[src/rtl/lsu_pkg.sv]
// Shared types for the load sequencer: FSM states, access size encodings and
// helpers for decoding the load size, detecting split accesses and sizing the timeout counter.
package lsu_pkg;

  typedef enum logic [2:0] {
    IDLE  = 3'd0,
    REQ1  = 3'd1,
    WAIT1 = 3'd2,
    REQ2  = 3'd3,
    WAIT2 = 3'd4,
    DONE  = 3'd5
  } state_e;

  typedef enum logic [1:0] {
    SZ_W = 2'd0,
    SZ_H = 2'd1,
    SZ_B = 2'd2
  } size_e;

  // The counter must hold values up to tmo-1; keep at least one bit when the timeout is disabled.
  function automatic int tmo_cnt_w(input int tmo);
    return (tmo < 2) ? 1 : $clog2(tmo + 1);
  endfunction

  function automatic size_e decode_size(input logic lb, input logic lh);
    if (lb && !lh) return SZ_B;
    if (lh && !lb) return SZ_H;
    return SZ_W;
  endfunction

  function automatic logic needs_split(input size_e size, input logic [1:0] off);
    return ((size == SZ_H) && (off == 2'd3)) || ((size == SZ_W) && (off != 2'd0));
  endfunction

endpackage

[src/rtl/load_align_merge.sv]
// Combinational merge of two aligned words, byte alignment by the address offset,
// and sign/zero extension to the final 32-bit load result.
module load_align_merge
  import lsu_pkg::*;
(
  input  logic [31:0] hi_word,
  input  logic [31:0] lo_word,
  input  logic [1:0]  offset,
  input  logic [1:0]  size,
  input  logic        signext,
  output logic [31:0] result
);

  logic [31:0] shifted;

  assign shifted = 32'({hi_word, lo_word} >> {offset, 3'b000});

  always_comb begin
    result = shifted;
    case (size)
      SZ_B:    result = {{24{signext & shifted[7]}}, shifted[7:0]};
      SZ_H:    result = {{16{signext & shifted[15]}}, shifted[15:0]};
      default: result = shifted;
    endcase
  end

endmodule

[src/rtl/load_seq_ctrl.sv]
// Load sequencer between the core load path and the data-memory port.
// Define MISALIGNED_SPLIT_EN to split misaligned loads into two word accesses; otherwise they fail with err_o.
module load_seq_ctrl
  import lsu_pkg::*;
#(
  parameter int ADDR_W   = 32,
  parameter int RESP_TMO = 255
) (
  input  logic              clk_i,
  input  logic              rst_ni,
  input  logic              req_i,
  input  logic [ADDR_W-1:0] addr_i,
  input  logic              lb_i,
  input  logic              lh_i,
  input  logic              load_signext_i,
  output logic              busy_o,
  output logic              data_req_o,
  output logic [ADDR_W-1:0] data_addr_o,
  input  logic              data_gnt_i,
  input  logic              data_rvalid_i,
  input  logic [31:0]       data_rdata_i,
  input  logic              data_err_i,
  output logic [31:0]       rdata_o,
  output logic              rvalid_o,
  output logic              err_o
);

  localparam int CNT_W = tmo_cnt_w(RESP_TMO);
  localparam logic [CNT_W-1:0] TMO_LAST = CNT_W'((RESP_TMO > 0) ? RESP_TMO - 1 : 0);

  state_e           state;
  size_e            size_q;
  logic [1:0]       offset_q;
  logic             signext_q;
  logic [CNT_W-1:0] cnt;
  logic             tmo_hit;
  logic [31:0]      hi_sel;
  logic [31:0]      lo_sel;
  logic [31:0]      merged;
  logic             split_req;

  assign tmo_hit   = (RESP_TMO != 0) && (cnt == TMO_LAST);
  assign split_req = needs_split(decode_size(lb_i, lh_i), addr_i[1:0]);

`ifdef MISALIGNED_SPLIT_EN
  logic        split_q;
  logic [31:0] lo_buf;

  // The second word is live on the bus during WAIT2; the first one was buffered.
  assign hi_sel = (state == WAIT2) ? data_rdata_i : 32'h0;
  assign lo_sel = (state == WAIT2) ? lo_buf : data_rdata_i;
`else
  assign hi_sel = 32'h0;
  assign lo_sel = data_rdata_i;
`endif

  load_align_merge u_merge (
    .hi_word (hi_sel),
    .lo_word (lo_sel),
    .offset  (offset_q),
    .size    (size_q),
    .signext (signext_q),
    .result  (merged)
  );

  always_ff @(posedge clk_i or negedge rst_ni) begin
    if (!rst_ni) begin
      state       <= IDLE;
      size_q      <= SZ_W;
      offset_q    <= 2'd0;
      signext_q   <= 1'b0;
      cnt         <= '0;
      busy_o      <= 1'b0;
      data_req_o  <= 1'b0;
      data_addr_o <= '0;
      rdata_o     <= 32'h0;
      rvalid_o    <= 1'b0;
      err_o       <= 1'b0;
`ifdef MISALIGNED_SPLIT_EN
      split_q     <= 1'b0;
      lo_buf      <= 32'h0;
`endif
    end else begin
      rvalid_o <= 1'b0;
      case (state)
        IDLE: begin
          if (req_i) begin
            size_q    <= decode_size(lb_i, lh_i);
            offset_q  <= addr_i[1:0];
            signext_q <= load_signext_i;
            cnt       <= '0;
            busy_o    <= 1'b1;
`ifdef MISALIGNED_SPLIT_EN
            split_q     <= split_req;
            state       <= REQ1;
            data_req_o  <= 1'b1;
            data_addr_o <= {addr_i[ADDR_W-1:2], 2'b00};
`else
            if (split_req) begin
              state    <= DONE;
              rvalid_o <= 1'b1;
              err_o    <= 1'b1;
              rdata_o  <= 32'h0;
            end else begin
              state       <= REQ1;
              data_req_o  <= 1'b1;
              data_addr_o <= {addr_i[ADDR_W-1:2], 2'b00};
            end
`endif
          end
        end
        // A grant wins over a same-cycle timeout and over any rvalid seen while requesting.
        REQ1, REQ2: begin
          if (data_gnt_i) begin
            data_req_o <= 1'b0;
            cnt        <= '0;
            state      <= (state == REQ1) ? WAIT1 : WAIT2;
          end else if (tmo_hit) begin
            data_req_o <= 1'b0;
            state      <= DONE;
            rvalid_o   <= 1'b1;
            err_o      <= 1'b1;
            rdata_o    <= 32'h0;
          end else begin
            cnt <= cnt + 1'b1;
          end
        end
        WAIT1, WAIT2: begin
          if (data_rvalid_i) begin
            cnt <= '0;
`ifdef MISALIGNED_SPLIT_EN
            if ((state == WAIT1) && split_q && !data_err_i) begin
              lo_buf      <= data_rdata_i;
              data_req_o  <= 1'b1;
              data_addr_o <= data_addr_o + ADDR_W'(4);
              state       <= REQ2;
            end else
`endif
            begin
              state    <= DONE;
              rvalid_o <= 1'b1;
              err_o    <= data_err_i;
              rdata_o  <= data_err_i ? 32'h0 : merged;
            end
          end else if (tmo_hit) begin
            state    <= DONE;
            rvalid_o <= 1'b1;
            err_o    <= 1'b1;
            rdata_o  <= 32'h0;
          end else begin
            cnt <= cnt + 1'b1;
          end
        end
        DONE: begin
          state  <= IDLE;
          busy_o <= 1'b0;
          err_o  <= 1'b0;
        end
        default: begin
          state      <= IDLE;
          busy_o     <= 1'b0;
          data_req_o <= 1'b0;
        end
      endcase
    end
  end

endmodule

[config.mk]
export PLATFORM = sky130hd
export DESIGN_NAME = load_seq_ctrl
export DESIGN_NICKNAME = d
export VERILOG_FILES = /design/src/rtl/lsu_pkg.sv /design/src/rtl/load_align_merge.sv /design/src/rtl/load_seq_ctrl.sv
export SDC_FILE = /design/constraint.sdc
export NUM_CORES = 1
export LEC_CHECK = 0
export CAP_MARGIN = 20
export CORE_MARGIN = 2
export CORE_UTILIZATION = 51
export CTS_BUF_LIST = sky130_fd_sc_hd__clkbuf_4 sky130_fd_sc_hd__clkbuf_8
export DETAILED_ROUTE_END_ITERATION = 8
export HOLD_SLACK_MARGIN = 0.06
export PLACE_DENSITY = 0.9
export SLEW_MARGIN = 30
export SYNTH_ARGS = -nofsm -noshare
export SYNTH_HDL_FRONTEND = slang
export SYNTH_SLANG_ARGS = --single-unit
[constraint.sdc]
create_clock -name clk_i -period 2.8 [get_ports clk_i]
set_input_delay 0.84 -clock clk_i [delete_from_list [all_inputs] [get_ports clk_i]]
set_output_delay 0.84 -clock clk_i [all_outputs]
set_load 0.01 [all_outputs]
==> key figures <==
Outcome
  – Run status: finished clean

GRT
  – Met3 Track Usage GR: 0.03794
  – Global-route wire length before repair: between 15000 and 20000 um
  – Fraction of met2 tracks used by global routing: 0.4254
  – Layer with the highest usage after global routing: met2
  – Maximum number of pins on one net before global-route repair: 37
  – Met1 track demand over resource in global routing: 0.3297
  – All-Layer GR Usage: 0.2514
  – Initial antenna violation count: 0
  – GRT overflow: 0
  – Via count of the first global-routing pass: 3526

Detailed routing
  – Number of antenna-violating nets in the routed design: 0
  – Number of vias after detailed routing: 3635
  – First-pass iteration count of the detailed router: 5
  – Remaining DRCs: 0
  – Wire per inst: 18.31 um
  – Drt via density: 5.920
  – Violation count after the first detailed-route iteration: around 300
  – Wirelength, routed: approximately 11000 um

Place
  – Weighted congestion at the end of routability-driven global placement: a little over 0.9
  – Post-detail-place hpwl: 8103 um
  – IO buf count: 138

Setup path
  – Nature of the critical path startpoint: input pin
  – Kind of critical path: input pin to register
  – Critical Path AT: 2.71 ns
  – Type of destination of the critical path: register
  – Length in cells of the worst reg-to-reg path: 5
  – Critical path required time: 3.09 ns
  – Critical path peak fanout: 33

Logic synthesis
  – Per-instance average area after synthesis: about 11 um2
  – Fraction of synthesis flops using an asynchronous set or reset pin: 1.000
  – Cell variety after synth: a little under 50
  – Number of enable flip-flop cells after synthesis: 0
  – Sequential fraction of the synthesis area: 0.4801
  – Yosys warnings: 0
  – Post-Syn Area: 4274 um2
  – Primary flip-flop cell chosen by synthesis mapping: sky130_fd_sc_hd__dfrtp_1
  – Cells after Synth: 376
  – Flip-flop and latch count after synthesis: 82

Power
  – Sequential share of power: 0.325
  – Total Power Consumption: 6521 uW
  – VDD IR max: 681.8 uV
  – Share of total power in the clock network: 0.141
  – Leakage dissipation: around 0.0027 uW
  – P_int: 4077 uW
  – Portion of total power attributed to combinational logic: 0.534
  – Switching power total: 2444 uW
  – Switching share of power: 0.3748
  – Total power per unit cell area: 1094 nW/um2

CTS
  – Total setup buffers inserted after CTS: 0
  – Max Root-Sink Buffers: 2
  – Clock slew at reported path FFs: 0.10 ns
  – Clock Latency Late Sink: 0.36 ns
  – PostCTS Resize Cnt: 0
  – TritonCTS clock tree: built
  – TritonCTS Buffers: 9
  – Quantity of hold-fixing buffers added after cts: 0
  – Maximum level of the CTS H-tree: 3
  – Clock root buffer master: sky130_fd_sc_hd__clkbuf_8
  – Number of sinks handled by clock tree synthesis: 82

Cells and area
  – Final-layout fill cell count: between 500 and 600
  – Commonest cells after routing, fill and taps aside: sky130_fd_sc_hd__clkdlybuf4s50_1 (137), sky130_fd_sc_hd__dfrtp_1 (82), sky130_fd_sc_hd__o21ai_0 (31)
  – Signed area change from the synthesized netlist to the final layout: 39.43%
  – Flip-flop and latch area: 2052 um2
  – Share of final-layout standard cells stronger than drive strength 1: 0.1356
  – Most common library cell in the layout ignoring fill and taps: sky130_fd_sc_hd__clkdlybuf4s50_1
  – Antenna diodes: 0
  – Multi-input gate area: 1998 um2
  – Final core utilization: 0.7290
  – Final nets: 584

Die
  – Core Box Area: 8175 um2
  – Die Wd: ~96 um
  – Effective utilization at floorplan: 0.5228
  – Core Rows: 33
  – I/O pins: 141
  – Area of the die: 9129 um2
  – Chip Height: 95.55 um

Timing
  – Final TNS setup: 0 ns
  – Final setup vio count: 0
  – Number of endpoints with negative hold slack in the final report: 0
  – Final period utilization: 0.8671
  – Worst slew margin relative to its limit: 0.5549
  – Slew at the pin closest to its max-slew limit: 0.6677 ns
  – Fin. max-slew vios: 0
  – Clock Skews: about 0.014 ns
  – Achievable Freq: about 410 MHz
  – Final worst path period need: 2.428 ns
  – Setup repair after global routing missed its margin: false

Min path
  – HP Class: input pin to async pin

Run
  – Max-capacitance violation count: 0
-- Yosys cell counts, types with 4 or more instances --
master / instances / share of area
sky130_fd_sc_hd__buf_1: 4 / 0.0035
sky130_fd_sc_hd__nand2_1: 21 / 0.018
sky130_fd_sc_hd__nor2_1: 8 / 0.0070
sky130_fd_sc_hd__a211o_1: 9 / 0.018
sky130_fd_sc_hd__a2bb2oi_1: 8 / 0.016
sky130_fd_sc_hd__a32o_1: 24 / 0.056
sky130_fd_sc_hd__mux2_4: 29 / 0.10
sky130_fd_sc_hd__a21oi_1: 8 / 0.0094
sky130_fd_sc_hd__nand3_1: 9 / 0.011
sky130_fd_sc_hd__o22ai_1: 8 / 0.012
sky130_fd_sc_hd__o21ai_0: 31 / 0.036
sky130_fd_sc_hd__nor2b_1: 10 / 0.015
sky130_fd_sc_hd__a22o_1: 10 / 0.020
sky130_fd_sc_hd__inv_1: 19 / 0.017
sky130_fd_sc_hd__ha_1: 7 / 0.020
sky130_fd_sc_hd__mux2_2: 4 / 0.011
sky130_fd_sc_hd__mux2i_1: 17 / 0.040
sky130_fd_sc_hd__dfrtp_1: 82 / 0.48
sky130_fd_sc_hd__clkbuf_1: 13 / 0.011
sky130_fd_sc_hd__buf_2: 12 / 0.014
-- critical path, stage by stage --
cell                              delay (ns)
sky130_fd_sc_hd__clkdlybuf4s50_1        0.48
sky130_fd_sc_hd__inv_1                  0.06
sky130_fd_sc_hd__ha_1                   0.29
sky130_fd_sc_hd__o21ai_0                0.14
sky130_fd_sc_hd__nand2_1                0.19
sky130_fd_sc_hd__a221oi_4               0.30
sky130_fd_sc_hd__buf_12                 0.23
sky130_fd_sc_hd__a22o_1                 0.17
-- path summary, 6_finish.rpt --
path / start / end / slack, ns
setup / recovery: lb_i / rdata_o[15] / 0.37
hold / removal: rst_ni / offset_q[0] / 0.38
setup reg to reg: size_q[0] / rdata_o[15] / 0.70
hold reg to reg: rdata_o[26] / rdata_o[26] / 0.50
max in group asynchronous: rst_ni / data_addr_o[26] / 1.83
min in group clk_i: rdata_o[26] / rdata_o[26] / 0.50
-- flip-flops by register name, summed over array words and instances (netlist names) --
| signal | cells |
|---|---|
| busy_o | 1 |
| cnt | 8 |
| data_addr_o | 30 |
| data_req_o | 1 |
| err_o | 1 |
| offset_q | 2 |
| rdata_o | 32 |
| rvalid_o | 1 |
| signext_q | 1 |
| size_q | 2 |
| state | 3 |
-- layout make-up --
class / instances / area share
clock buffer: 9 / 0.02079
sequential: 82 / 0.3443
inverter: 19 / 0.01197
multi-input combinational: 242 / 0.3353
timing repair buffer: 150 / 0.2507
tap: 105 / 0.02204
clock inverter: 7 / 0.01491
-- power by group through the flow --
stage | clock network, uW | registers (uW) | logic [uW]
6_report | 920 | 2120 | 3480
5_1_grt | 985 | 2180 | 3760
4_1_cts | 931 | 2110 | 3490
3_5_place_dp | 0 | 2130 | 3460
3_3_place_gp | 0 | 2090 | 3370
2_1_floorplan | 0 | 2210 | 1890
-- metrics by stage --
stage	area, um2	instances	setup WS (ns)	hold WS, ns
6_report	5959	614	0.3721	0.3784
5_1_grt	5959	614	0.2533	0.4010
4_1_cts	5959	614	0.3798	0.3897
3_5_place_dp	5747	598	0.01049	0.4799
3_3_place_gp	5747	598	0.07081	0.4733
2_1_floorplan	4278	377	0.5757	0.4687
-- metal layers --
| layer | share of wire | wire (um) |
|---|---|---|
| met1 | 0.40 | 4484 |
| met4 | 0.015 | 168 |
| met3 | 0.067 | 758 |
| met5 | 0 | 0 |
| met2 | 0.52 | 5831 |
-- logic make-up after synthesis --
logic type,share of synthesized area
mux,0.1522
buf+inv,0.05708
xor+xnor,0.002050
other cells,0.0008774
compound gates,0.1999
fa+ha+maj,0.02049
simple gates,0.08724
flops,0.4801
(Power assumes the default switching activity.)
